==> src/rtl/sub3_pipeline.sv <==
// Valid/ready pipeline recovering c = y - a - b with a full-precision borrow flag.
// Define SUB3_PIPELINE_MID_STAGE_EN to split the subtraction across an extra stage (latency 3 instead of 2).
module sub3_pipeline #(
    parameter int WIDTH = 16
) (
    input  logic             clk,
    input  logic             rst_n,
    input  logic             in_valid,
    output logic             in_ready,
    input  logic [WIDTH-1:0] y,
    input  logic [WIDTH-1:0] a,
    input  logic [WIDTH-1:0] b,
    output logic             out_valid,
    input  logic             out_ready,
    output logic [WIDTH-1:0] c,
    output logic             borrow
);

    logic             s1_valid;
    logic [WIDTH-1:0] s1_y, s1_a, s1_b;
    logic             s1_adv;
    logic             out_load;
    logic             src_adv;
    logic [WIDTH+1:0] diff;

    assign out_load = !out_valid || out_ready;

`ifdef SUB3_PIPELINE_MID_STAGE_EN
    logic             s2_valid;
    logic [WIDTH:0]   s2_d;
    logic [WIDTH-1:0] s2_b;
    logic             s2_adv;

    assign s2_adv  = s2_valid && out_load;
    assign s1_adv  = s1_valid && (!s2_valid || s2_adv);
    assign src_adv = s2_adv;
    // s2_d is a signed (WIDTH+1)-bit partial difference; sign-extend before the second step
    assign diff    = {s2_d[WIDTH], s2_d} - {2'b00, s2_b};

    always_ff @(posedge clk or negedge rst_n) begin
        if (!rst_n) begin
            s2_valid <= 1'b0;
        end else if (!s2_valid || s2_adv) begin
            s2_valid <= s1_valid;
        end
    end

    always_ff @(posedge clk) begin
        if (s1_adv) begin
            s2_d <= {1'b0, s1_y} - {1'b0, s1_a};
            s2_b <= s1_b;
        end
    end
`else
    assign s1_adv  = s1_valid && out_load;
    assign src_adv = s1_adv;
    assign diff    = {2'b00, s1_y} - {2'b00, s1_a} - {2'b00, s1_b};
`endif

    assign in_ready = !s1_valid || s1_adv;

    always_ff @(posedge clk or negedge rst_n) begin
        if (!rst_n) begin
            s1_valid <= 1'b0;
        end else if (in_ready) begin
            s1_valid <= in_valid;
        end
    end

    always_ff @(posedge clk) begin
        if (in_valid && in_ready) begin
            s1_y <= y;
            s1_a <= a;
            s1_b <= b;
        end
    end

    // Any negative result lies in [-(2^(W+1)-2), -1], so either of the top two bits marks it
    always_ff @(posedge clk or negedge rst_n) begin
        if (!rst_n) begin
            out_valid <= 1'b0;
            c         <= '0;
            borrow    <= 1'b0;
        end else begin
            if (out_load) begin
                out_valid <= src_adv;
            end
            if (src_adv) begin
                c      <= diff[WIDTH-1:0];
                borrow <= |diff[WIDTH+1:WIDTH];
            end
        end
    end

endmodule

==> config.mk <==
export PLATFORM = sky130hd
export DESIGN_NAME = sub3_pipeline
export DESIGN_NICKNAME = d
export VERILOG_FILES = /design/src/rtl/sub3_pipeline.sv
export SDC_FILE = /design/constraint.sdc
export NUM_CORES = 1
export LEC_CHECK = 0
export BUFFER_PORTS_ARGS = -buffer_cell sky130_fd_sc_hd__buf_2
export CAP_MARGIN = 10
export CORE_ASPECT_RATIO = 1.75
export CORE_MARGIN = 3
export CORE_UTILIZATION = 60
export CTS_CLUSTER_DIAMETER = 80
export CTS_CLUSTER_SIZE = 12
export DETAILED_ROUTE_END_ITERATION = 6
export PLACE_DENSITY_LB_ADDON = 0.2
export SKIP_LAST_GASP = 1
export SYNTH_ARGS = -nofsm -noshare
export SYNTH_HDL_FRONTEND = slang
export SYNTH_SLANG_ARGS = --single-unit
==> constraint.sdc <==
create_clock -name clk -period 6.1 [get_ports clk]
set_input_delay 0.915 -clock clk [delete_from_list [all_inputs] [get_ports clk]]
set_output_delay 0.915 -clock clk [all_outputs]
set_load 0.01 [all_outputs]
==> insert_results.sql, run 1 <==
INSERT INTO impl_metrics (metric_group, metric, value, unit) VALUES
('worst_setup_path', 'critPathMaxFanout', '4', ''),
('grt', 'grt_antenna_before_repair', '0', ''),
('placement', 'hpwl', '5.36', 'mm'),
('final_layout', 'num-nets-final', '489', ''),
('worst_setup_path', 'cp.required', '6390', 'ps'),
('clock_network', 'clk_pin_slew_worst_paths', '70', 'ps'),
('placement', 'finalWeightedCongestion', '0.943', ''),
('job', 'max_cap_viol_count', '0', ''),
('clock_network', 'clockRootBuffer', 'sky130_fd_sc_hd__clkbuf_8', ''),
('die', 'dieArea', '7060', 'µm²'),
('clock_network', 'h-tree-depth', '3', ''),
('sta', 'finalClockSkew', '8.14', 'ps'),
('sta', 'setup_tns', '0', 'ps'),
('detailed_routing', 'avgViaCountPerCell', '5.37', ''),
('die', 'num_rows', '36', ''),
('detailed_routing', 'drt_pre_antenna_iters', '4', ''),
('clock_network', 'cts.sinks', '67', ''),
('logic_synthesis', 'share_of_synthesized_area_spent_on_multiplexers', '0.00586', ''),
('sta', 'unrepaired_setup_endpoints_after_global_routing', 'no', ''),
('logic_synthesis', 'synth_area_leaders', 'sky130_fd_sc_hd__edfxtp_1 (40%), sky130_fd_sc_hd__dfrtp_1 (13%), sky130_fd_sc_hd__ha_1 (11%)', ''),
('clock_network', 'cts_tree', 'done', ''),
('logic_synthesis', 'ys_warn_count', '0', ''),
('detailed_routing', 'vias', '2598', ''),
('worst_setup_path', 'type_of_origin_of_the_critical_path', 'flip-flop', ''),
('logic_synthesis', 'synthesis.area_per_instance', '11.2', 'µm²'),
('power_and_ir_drop', 'power_leakage', '1.94', 'nW'),
('detailed_routing', 'drt_first_iter_violations', '118', ''),
('worst_setup_path', 'arrival', '4050', 'ps'),
('sta', 'finalCritPeriodShare', '0.617', ''),
('sta', 'maxSlewHeadroom', '0.303', ''),
('worst_setup_path', 'cp-end-kind', 'flip-flop', ''),
('detailed_routing', 'wl', '6.89', 'mm'),
('status', 'status', 'completed', ''),
('clock_network', 'cts_made_buffers', '9', ''),
('worst_setup_path', 'timing_worst_setup_path_type', 'flip-flop to flip-flop', ''),
('final_layout', 'layout-drive-gt1-share', '0.218', ''),
('sta', 'final-hold-violation-count', '0', ''),
('sta', 'timing.final.max_slew_violations', '0', ''),
('logic_synthesis', 'synth_seq_area_share', '0.528', ''),
('detailed_routing', 'post_drt_wl_per_cell', '14.2', 'µm'),
('logic_synthesis', 'synthXorXnorAreaFrac', '0.0531', ''),
('final_layout', 'design_area', '4250', 'µm²'),
('detailed_routing', 'post-route-drc-count', '0', ''),
('final_layout', 'fill_cells', '442', ''),
('logic_synthesis', 'synth_top_cell_area_share', '0.397', ''),
('grt', 'maximum_number_of_pins_on_one_net_before_global_route_repair', '49', ''),
('logic_synthesis', 'ys_dominant_reg_cell', 'sky130_fd_sc_hd__edfxtp_1', ''),
('placement', 'port_buffers', '70', ''),
('grt', 'grt_pass1_vias', '2598', ''),
('die', 'floorplan.core_area', '5720', 'µm²'),
('clock_network', 'cts-resized-gates', '0', ''),
('placement', 'detailed_place.area', '4070', 'µm²'),
('logic_synthesis', 'synth-edff-count', '48', ''),
('power_and_ir_drop', 'ir_worst_vdd', '0.000197', 'V'),
('placement', 'dp_worst_setup_slack', '2400', 'ps'),
('grt', 'grt-ovfl-total', '0', ''),
('detailed_routing', 'final_antenna_net_count', '0', ''),
('sta', 'post-route-worst-setup-slack', '2340', 'ps'),
('logic_synthesis', 'synth_compound_gate_area_share', '0.165', ''),
('hold_path', 'hold_path.class', 'flip-flop to flip-flop', ''),
('logic_synthesis', 'synth_top_cell_by_area', 'sky130_fd_sc_hd__edfxtp_1', ''),
('logic_synthesis', 'dominant_combinational_cell_family_by_area_after_synthesis', 'compound AO/OA/AOI/OAI gates', ''),
('logic_synthesis', 'synth-adder-area-share', '0.121', ''),
('logic_synthesis', 'synthesis.area', '3630', 'µm²'),
('grt', 'first_pass_grt_wire_length', '11.2', 'mm'),
('die', 'floorplan.initialDensity', '0.635', ''),
('final_layout', 'antenna_cells', '0', ''),
('logic_synthesis', 'asyncSetResetFlopFracSynth', '0.284', ''),
('sta', 'timing.final.crit_period', '3760', 'ps'),
('logic_synthesis', 'yosys.area_share.simple', '0.0834', ''),
('sta', 'hold_slack', '480', 'ps');
==> synthesized netlist by cell type, types with 4 or more instances <==
library cell,n
sky130_fd_sc_hd__o21ai_1,14
sky130_fd_sc_hd__dfrtp_1,19
sky130_fd_sc_hd__o21ai_0,11
sky130_fd_sc_hd__nand2_1,21
sky130_fd_sc_hd__nand2b_1,7
sky130_fd_sc_hd__o31ai_1,4
sky130_fd_sc_hd__a21oi_1,24
sky130_fd_sc_hd__xnor2_1,15
sky130_fd_sc_hd__edfxtp_1,48
sky130_fd_sc_hd__nor2b_1,4
sky130_fd_sc_hd__xor2_1,7
sky130_fd_sc_hd__ha_1,32
sky130_fd_sc_hd__inv_1,39
sky130_fd_sc_hd__a211oi_1,6
sky130_fd_sc_hd__nor2_1,22
sky130_fd_sc_hd__o21a_1,8
sky130_fd_sc_hd__a21o_1,8
==> cell families after synthesis <==
| group | count (synthesis) |
|---|---|
| adder cells (fa/ha/maj) | 34 |
| AND/OR/NAND/NOR | 66 |
| flip-flops | 67 |
| buffers and inverters | 42 |
| XOR/XNOR | 22 |
| AO/OA/AOI/OAI | 92 |
| multiplexers | 2 |
==> path summary, 6_finish.rpt <==
kind	startpoint	end	slack (ps)	cells past startpoint
setup / recovery	s1_y[2]	borrow	2340	15
hold / removal	c[11]	c[11]	480	1
setup reg to reg	s1_y[2]	borrow	2340	15
hold reg to reg	c[11]	c[11]	480	1
max in group asynchronous	rst_n	c[4]	5320	1
min in group asynchronous	rst_n	c[0]	490	1
==> routing by layer <==
| layer | vias up | global-route usage | routed length (µm) |
|---|---|---|---|
| met3 | 13 | 0.0526 | 292 |
| met2 | 54 | 0.407 | 4080 |
| met4 | 0 | 0.0968 | 131 |
| met1 | 1206 | 0.204 | 2380 |
| met5 | - | 0 | 0 |
| li1 | 1325 | - | - |
==> stage by stage <==
stage | cells | util
2_1_floorplan | 325 | -
3_3_place_gp | 468 | 0.711
3_5_place_dp | 468 | 0.711
4_1_cts | 484 | 0.743
5_1_grt | 484 | 0.743
6_report | 484 | 0.743
==> cells in the final DEF, fill, tap and decap left out, types with 2 or more instances in the layout <==
master                     synthesis  final
sky130_fd_sc_hd__clkbuf_8          0     10
sky130_fd_sc_hd__buf_2             0     70
sky130_fd_sc_hd__nor3_1            3      3
sky130_fd_sc_hd__xor2_1            7      7
sky130_fd_sc_hd__nand2b_1          7      7
sky130_fd_sc_hd__o31a_1            2      2
sky130_fd_sc_hd__ha_1             32     32
sky130_fd_sc_hd__a311oi_1          2      2
sky130_fd_sc_hd__nor2b_1           4      4
sky130_fd_sc_hd__inv_1            39     39
sky130_fd_sc_hd__a21o_1            8      8
sky130_fd_sc_hd__nand2_1          21     21
sky130_fd_sc_hd__nor4_1            2      2
sky130_fd_sc_hd__dfrtp_1          19     19
sky130_fd_sc_hd__fa_1              2      2
sky130_fd_sc_hd__nor2_1           22     22
sky130_fd_sc_hd__o21a_1            8      8
sky130_fd_sc_hd__o21ai_1          14     14
sky130_fd_sc_hd__xnor2_1          15     15
sky130_fd_sc_hd__a211oi_1          6      6
sky130_fd_sc_hd__o21ai_0          11     11
sky130_fd_sc_hd__o41a_1            3      3
sky130_fd_sc_hd__edfxtp_1         48     48
sky130_fd_sc_hd__a21oi_1          24     24
sky130_fd_sc_hd__o31ai_1           4      4
sky130_fd_sc_hd__clkinv_2          0      3
==> area by class of cell <==
cell class                 instances  area [µm²]  area share
sequential                        67        1920       0.451
clock buffer                      12         166      0.0391
clock inverter                     4        21.3     0.00500
multi-input combinational        216        1560       0.366
inverter                          39         146      0.0344
tap                               76        95.1      0.0224
timing repair buffer              70         350      0.0824
==> power by group <==
group	leakage, nW	total [W]	internal [W]	switching (W)
sequential	0.686	0.000595	0.000563	0.0000317
clock	0.102	0.000338	0.000181	0.000157
combinational	1.15	0.000461	0.000203	0.000259
total	1.94	0.00139	0.000947	0.000447
==> critical path, stage by stage (launching register included) <==
cell,delay [ps]
sky130_fd_sc_hd__edfxtp_1,400
sky130_fd_sc_hd__ha_1,370
sky130_fd_sc_hd__nor2b_1,160
sky130_fd_sc_hd__o31a_1,290
sky130_fd_sc_hd__a221oi_2,250
sky130_fd_sc_hd__a21oi_1,130
sky130_fd_sc_hd__o41a_1,400
sky130_fd_sc_hd__a21o_1,220
sky130_fd_sc_hd__a21oi_2,140
sky130_fd_sc_hd__xnor2_1,140
sky130_fd_sc_hd__ha_1,300
sky130_fd_sc_hd__a22o_1,220
sky130_fd_sc_hd__nor4_1,190
sky130_fd_sc_hd__a21oi_1,150
sky130_fd_sc_hd__a211oi_1,240
sky130_fd_sc_hd__or3_1,130
==> sequential cells by signal (all words and copies together), names as in the netlist <==
| name | cells |
|---|---|
| borrow | 1 |
| c | 16 |
| out_valid | 1 |
| s1_a | 16 |
| s1_b | 16 |
| s1_valid | 1 |
| s1_y | 16 |
Note: power is estimated with default switching activity, not from simulation.
==> run 2, diff against run 1 <==
--- a/config.mk
+++ b/config.mk
@@ -5,11 +5,12 @@
 export SDC_FILE = /design/constraint.sdc
 export NUM_CORES = 1
 export LEC_CHECK = 0
+export ABC_AREA = 1
 export BUFFER_PORTS_ARGS = -buffer_cell sky130_fd_sc_hd__buf_2
 export CAP_MARGIN = 10
 export CORE_ASPECT_RATIO = 1.75
 export CORE_MARGIN = 3
-export CORE_UTILIZATION = 60
+export CORE_UTILIZATION = 51
 export CTS_CLUSTER_DIAMETER = 80
 export CTS_CLUSTER_SIZE = 12
 export DETAILED_ROUTE_END_ITERATION = 6
==> constraint.sdc (replaced) <==
create_clock -name clk -period 3.3 [get_ports clk]
set_input_delay 0.495 -clock clk [delete_from_list [all_inputs] [get_ports clk]]
set_output_delay 0.495 -clock clk [all_outputs]
set_load 0.01 [all_outputs]
==> run 2 against run 1 <==
Net effect:
- critical path depth up 5
- clock skew down 4.9 ps
- fmax up 25%
- cell count up 23%
- global-route usage down 2.1 points
- count of clock-buffer cells in the layout unchanged
- first-iteration DRC count down 10%
- critical endpoint unchanged
- largest power group unchanged
==> insert_results.sql, run 2 <==
INSERT INTO impl_metrics (metric_group, metric, value, unit) VALUES
('final_layout', 'area_added_between_synthesis_and_finish', '18.9', '%'),
('clock_network', 'h-tree-depth', '3', ''),
('status', 'status', 'completed', ''),
('final_layout', 'antenna_cells', '0', ''),
('detailed_routing', 'drt_pre_antenna_iters', '4', ''),
('sta', 'timing.final.crit_period', '3000', 'ps'),
('grt', 'busiest_layer', 'met2', ''),
('clock_network', 'cts_max_path_buffers', '2', ''),
('logic_synthesis', 'asyncSetResetFlopFracSynth', '0.284', ''),
('sta', 'max_freq', '333', 'MHz'),
('hold_path', 'hold_path.class', 'primary input to async pin', ''),
('clock_network', 'cts_made_buffers', '9', ''),
('logic_synthesis', 'synth_nets', '513', ''),
('placement', 'dp_worst_setup_slack', '158', 'ps'),
('power_and_ir_drop', 'power_per_cell_area', '659', 'nW/µm²'),
('clock_network', 'clk_pin_slew_worst_paths', '50', 'ps'),
('grt', 'gr-usage-met1', '0.188', ''),
('power_and_ir_drop', 'power_leakage', '2.35', 'nW'),
('placement', 'place.detailed.instances', '581', ''),
('final_layout', 'count_of_non_filler_cells_in_the_finished_layout', '597', ''),
('detailed_routing', 'drt_first_iter_violations', '106', ''),
('power_and_ir_drop', 'ir_worst_vdd', '0.000448', 'V'),
('logic_synthesis', 'synth_top_cell_area_share', '0.372', ''),
('die', 'floorplan.core_area', '7280', 'µm²'),
('sta', 'setup_tns', '0', 'ps'),
('logic_synthesis', 'synth_seq_area_share', '0.495', ''),
('clock_network', 'holdBufCountCts', '0', ''),
('logic_synthesis', 'synth-edff-count', '48', ''),
('die', 'floorplan.initialDensity', '0.532', ''),
('sta', 'finalClockSkew', '3.24', 'ps'),
('die', 'i_o_pins', '71', ''),
('worst_setup_path', 'critPathMaxFanout', '4', ''),
('logic_synthesis', 'ys_warn_count', '0', ''),
('clock_network', 'clockRootBuffer', 'sky130_fd_sc_hd__clkbuf_16', ''),
('final_layout', 'layout_common_cells', 'sky130_fd_sc_hd__nand2_1 (113), sky130_fd_sc_hd__inv_1 (71), sky130_fd_sc_hd__buf_2 (70)', ''),
('detailed_routing', 'post_drt_wl_per_cell', '12.8', 'µm'),
('clock_network', 'cts.sinks', '67', ''),
('sta', 'maxSlewHeadroom', '0.595', ''),
('sta', 'finalCritPeriodShare', '0.910', ''),
('placement', 'hpwl', '6.02', 'mm'),
('final_layout', 'multiInputGateArea', '1700', 'µm²'),
('detailed_routing', 'wl', '7.62', 'mm'),
('logic_synthesis', 'yosysMostFrequentCell', 'sky130_fd_sc_hd__nand2_1', ''),
('clock_network', 'clk_latency_worst_skew_pair', '320', 'ps'),
('grt', 'globalRouteMet2Util', '0.355', ''),
('final_layout', 'num-nets-final', '593', ''),
('sta', 'final-hold-violation-count', '0', ''),
('grt', 'grt-ovfl-total', '0', ''),
('detailed_routing', 'post-route-drc-count', '0', ''),
('logic_synthesis', 'syn-instance-count', '427', ''),
('worst_setup_path', 'timing_worst_setup_path_type', 'flip-flop to flip-flop', ''),
('logic_synthesis', 'synth_top_cell_by_area', 'sky130_fd_sc_hd__edfxtp_1', ''),
('logic_synthesis', 'synthDistinctLibCells', '30', ''),
('sta', 'worst-slew-pin-transition', '607', 'ps'),
('final_layout', 'design_area', '4610', 'µm²'),
('sta', 'setup_viol', '0', ''),
('sta', 'unrepaired_setup_endpoints_after_global_routing', 'no', ''),
('final_layout', 'final_common_cell', 'sky130_fd_sc_hd__nand2_1', ''),
('worst_setup_path', 'arrival', '3210', 'ps'),
('placement', 'finalWeightedCongestion', '0.866', ''),
('sta', 'post-route-worst-setup-slack', '299', 'ps'),
('final_layout', 'fill_cells', '673', ''),
('final_layout', 'regArea', '1920', 'µm²'),
('detailed_routing', 'final_antenna_net_count', '0', ''),
('logic_synthesis', 'ys_dominant_reg_cell', 'sky130_fd_sc_hd__edfxtp_1', ''),
('worst_setup_path', 'cp-end-kind', 'flip-flop', ''),
('power_and_ir_drop', 'total_power', '0.00304', 'W'),
('grt', 'grt_pass1_vias', '2946', ''),
('logic_synthesis', 'synthesis.area_per_instance', '9.07', 'µm²'),
('final_layout', 'layout-drive-gt1-share', '0.194', ''),
('logic_synthesis', 'synth_seq_cells', '67', ''),
('placement', 'port_buffers', '70', ''),
('grt', 'grt_usage', '0.190', ''),
('worst_setup_path', 'cp.required', '3510', 'ps'),
('die', 'floorplan.die.width', '71.9', 'µm'),
('placement', 'detailed_place.area', '4330', 'µm²'),
('worst_setup_path', 'type_of_origin_of_the_critical_path', 'flip-flop', ''),
('logic_synthesis', 'synthesis.area', '3870', 'µm²'),
('detailed_routing', 'vias', '2998', ''),
('job', 'max_cap_viol_count', '0', ''),
('detailed_routing', 'avgViaCountPerCell', '5.02', ''),
('grt', 'first_pass_grt_wire_length', '12.6', 'mm'),
('logic_synthesis', 'synth_area_leaders', 'sky130_fd_sc_hd__edfxtp_1 (37%), sky130_fd_sc_hd__dfrtp_1 (12%), sky130_fd_sc_hd__nand2_1 (11%)', ''),
('die', 'num_rows', '41', ''),
('die', 'dieArea', '8720', 'µm²'),
('clock_network', 'cts_tree', 'done', ''),
('grt', 'grt_antenna_before_repair', '0', ''),
('die', 'die_h', '121', 'µm'),
('logic_synthesis', 'post_synth_most_frequent_cells', 'sky130_fd_sc_hd__nand2_1 (113), sky130_fd_sc_hd__inv_1 (72), sky130_fd_sc_hd__edfxtp_1 (48)', ''),
('sta', 'timing.final.max_slew_violations', '0', ''),
('grt', 'grt_use_met3', '0.0489', ''),
('grt', 'maximum_number_of_pins_on_one_net_before_global_route_repair', '49', '');
-- run 2: cell count changes in the layout (fill, tap and decap cells not counted), moves of 5 or more --
cell	before	now
sky130_fd_sc_hd__nand2_1	21	113
sky130_fd_sc_hd__nand3_1	1	24
sky130_fd_sc_hd__inv_1	39	71
sky130_fd_sc_hd__xnor2_1	15	8
sky130_fd_sc_hd__o21a_1	8	0
sky130_fd_sc_hd__a211oi_1	6	1
sky130_fd_sc_hd__nand2b_1	7	0
sky130_fd_sc_hd__clkbuf_8	10	0
sky130_fd_sc_hd__o21ai_1	14	4
sky130_fd_sc_hd__clkbuf_16	1	9
-- run 2: cells by family after synthesis --
family,synth area share
xor+xnor,0.0384
flops,0.495
fa+ha+maj,0.114
compound gates,0.0869
buf+inv,0.0727
simple gates,0.194
-- run 2: what timing repair did --
item,4_1_cts,5_1_grt
hold endpoints to repair,0,0
resized for setup,0,5
setup buffers,0,1
setup endpoints to repair,0,4
-- run 2: final cells by class --
class,count,area share
clock buffers,12,0.0513
clock inverters,3,0.00353
inverters,72,0.0586
multi-input cells,285,0.368
flip-flops and latches,67,0.416
well taps,86,0.0234
repair buffers,72,0.0793
-- run 2: path summary, 6_finish.rpt --
| check | start | to | slack, ps | cells after the start |
|---|---|---|---|---|
| hold reg to reg | c[9] | c[9] | 470 | 2 |
| setup reg to reg | s1_a[0] | borrow | 300 | 20 |
| hold / removal | rst_n | c[1] | 100 | 1 |
| min in group clk | b[2] | s1_b[2] | 340 | 1 |
| setup / recovery | s1_a[0] | borrow | 300 | 20 |
| max in group asynchronous | rst_n | c[12] | 2910 | 1 |
-- run 2: metrics by stage --
step | hold WS, ps | utilization
after floorplan | 199 | -
after global placement | 454 | 0.594
after detailed placement | 456 | 0.594
after CTS | 95.9 | 0.629
after global routing | 128 | 0.633
final | 96.2 | 0.633
-- run 2: power breakdown --
part | internal [W] | leakage (nW) | switching [W]
registers | 0.00106 | 0.689 | 0.0000621
clock network | 0.000499 | 0.120 | 0.000315
logic | 0.000441 | 1.54 | 0.000658
-- run 2: worst max-delay path, cell delays in order (launching register included) --
cell                       delay (ps)
sky130_fd_sc_hd__edfxtp_1         360
sky130_fd_sc_hd__ha_1             240
sky130_fd_sc_hd__fa_2             360
sky130_fd_sc_hd__inv_1             70
sky130_fd_sc_hd__nand3_1           60
sky130_fd_sc_hd__nand2_1          130
sky130_fd_sc_hd__nand2_1           80
sky130_fd_sc_hd__nand2_2           90
sky130_fd_sc_hd__a21oi_1          100
sky130_fd_sc_hd__o21ai_1          170
sky130_fd_sc_hd__xor2_1           260
sky130_fd_sc_hd__ha_4             200
sky130_fd_sc_hd__nand2_1           70
sky130_fd_sc_hd__inv_1            100
sky130_fd_sc_hd__nand3_2           80
sky130_fd_sc_hd__a21oi_1          150
sky130_fd_sc_hd__nor2_1            50
sky130_fd_sc_hd__nand2_1          110
sky130_fd_sc_hd__nand4_1           90
sky130_fd_sc_hd__nand2_1           80
sky130_fd_sc_hd__a21oi_1           50
-- run 2: per-layer routing --
metal  vias up  share of wire
met3        15          0.038
met4         0          0.029
met1      1358           0.39
li1       1562              -
met2        63           0.54
met5         -              0
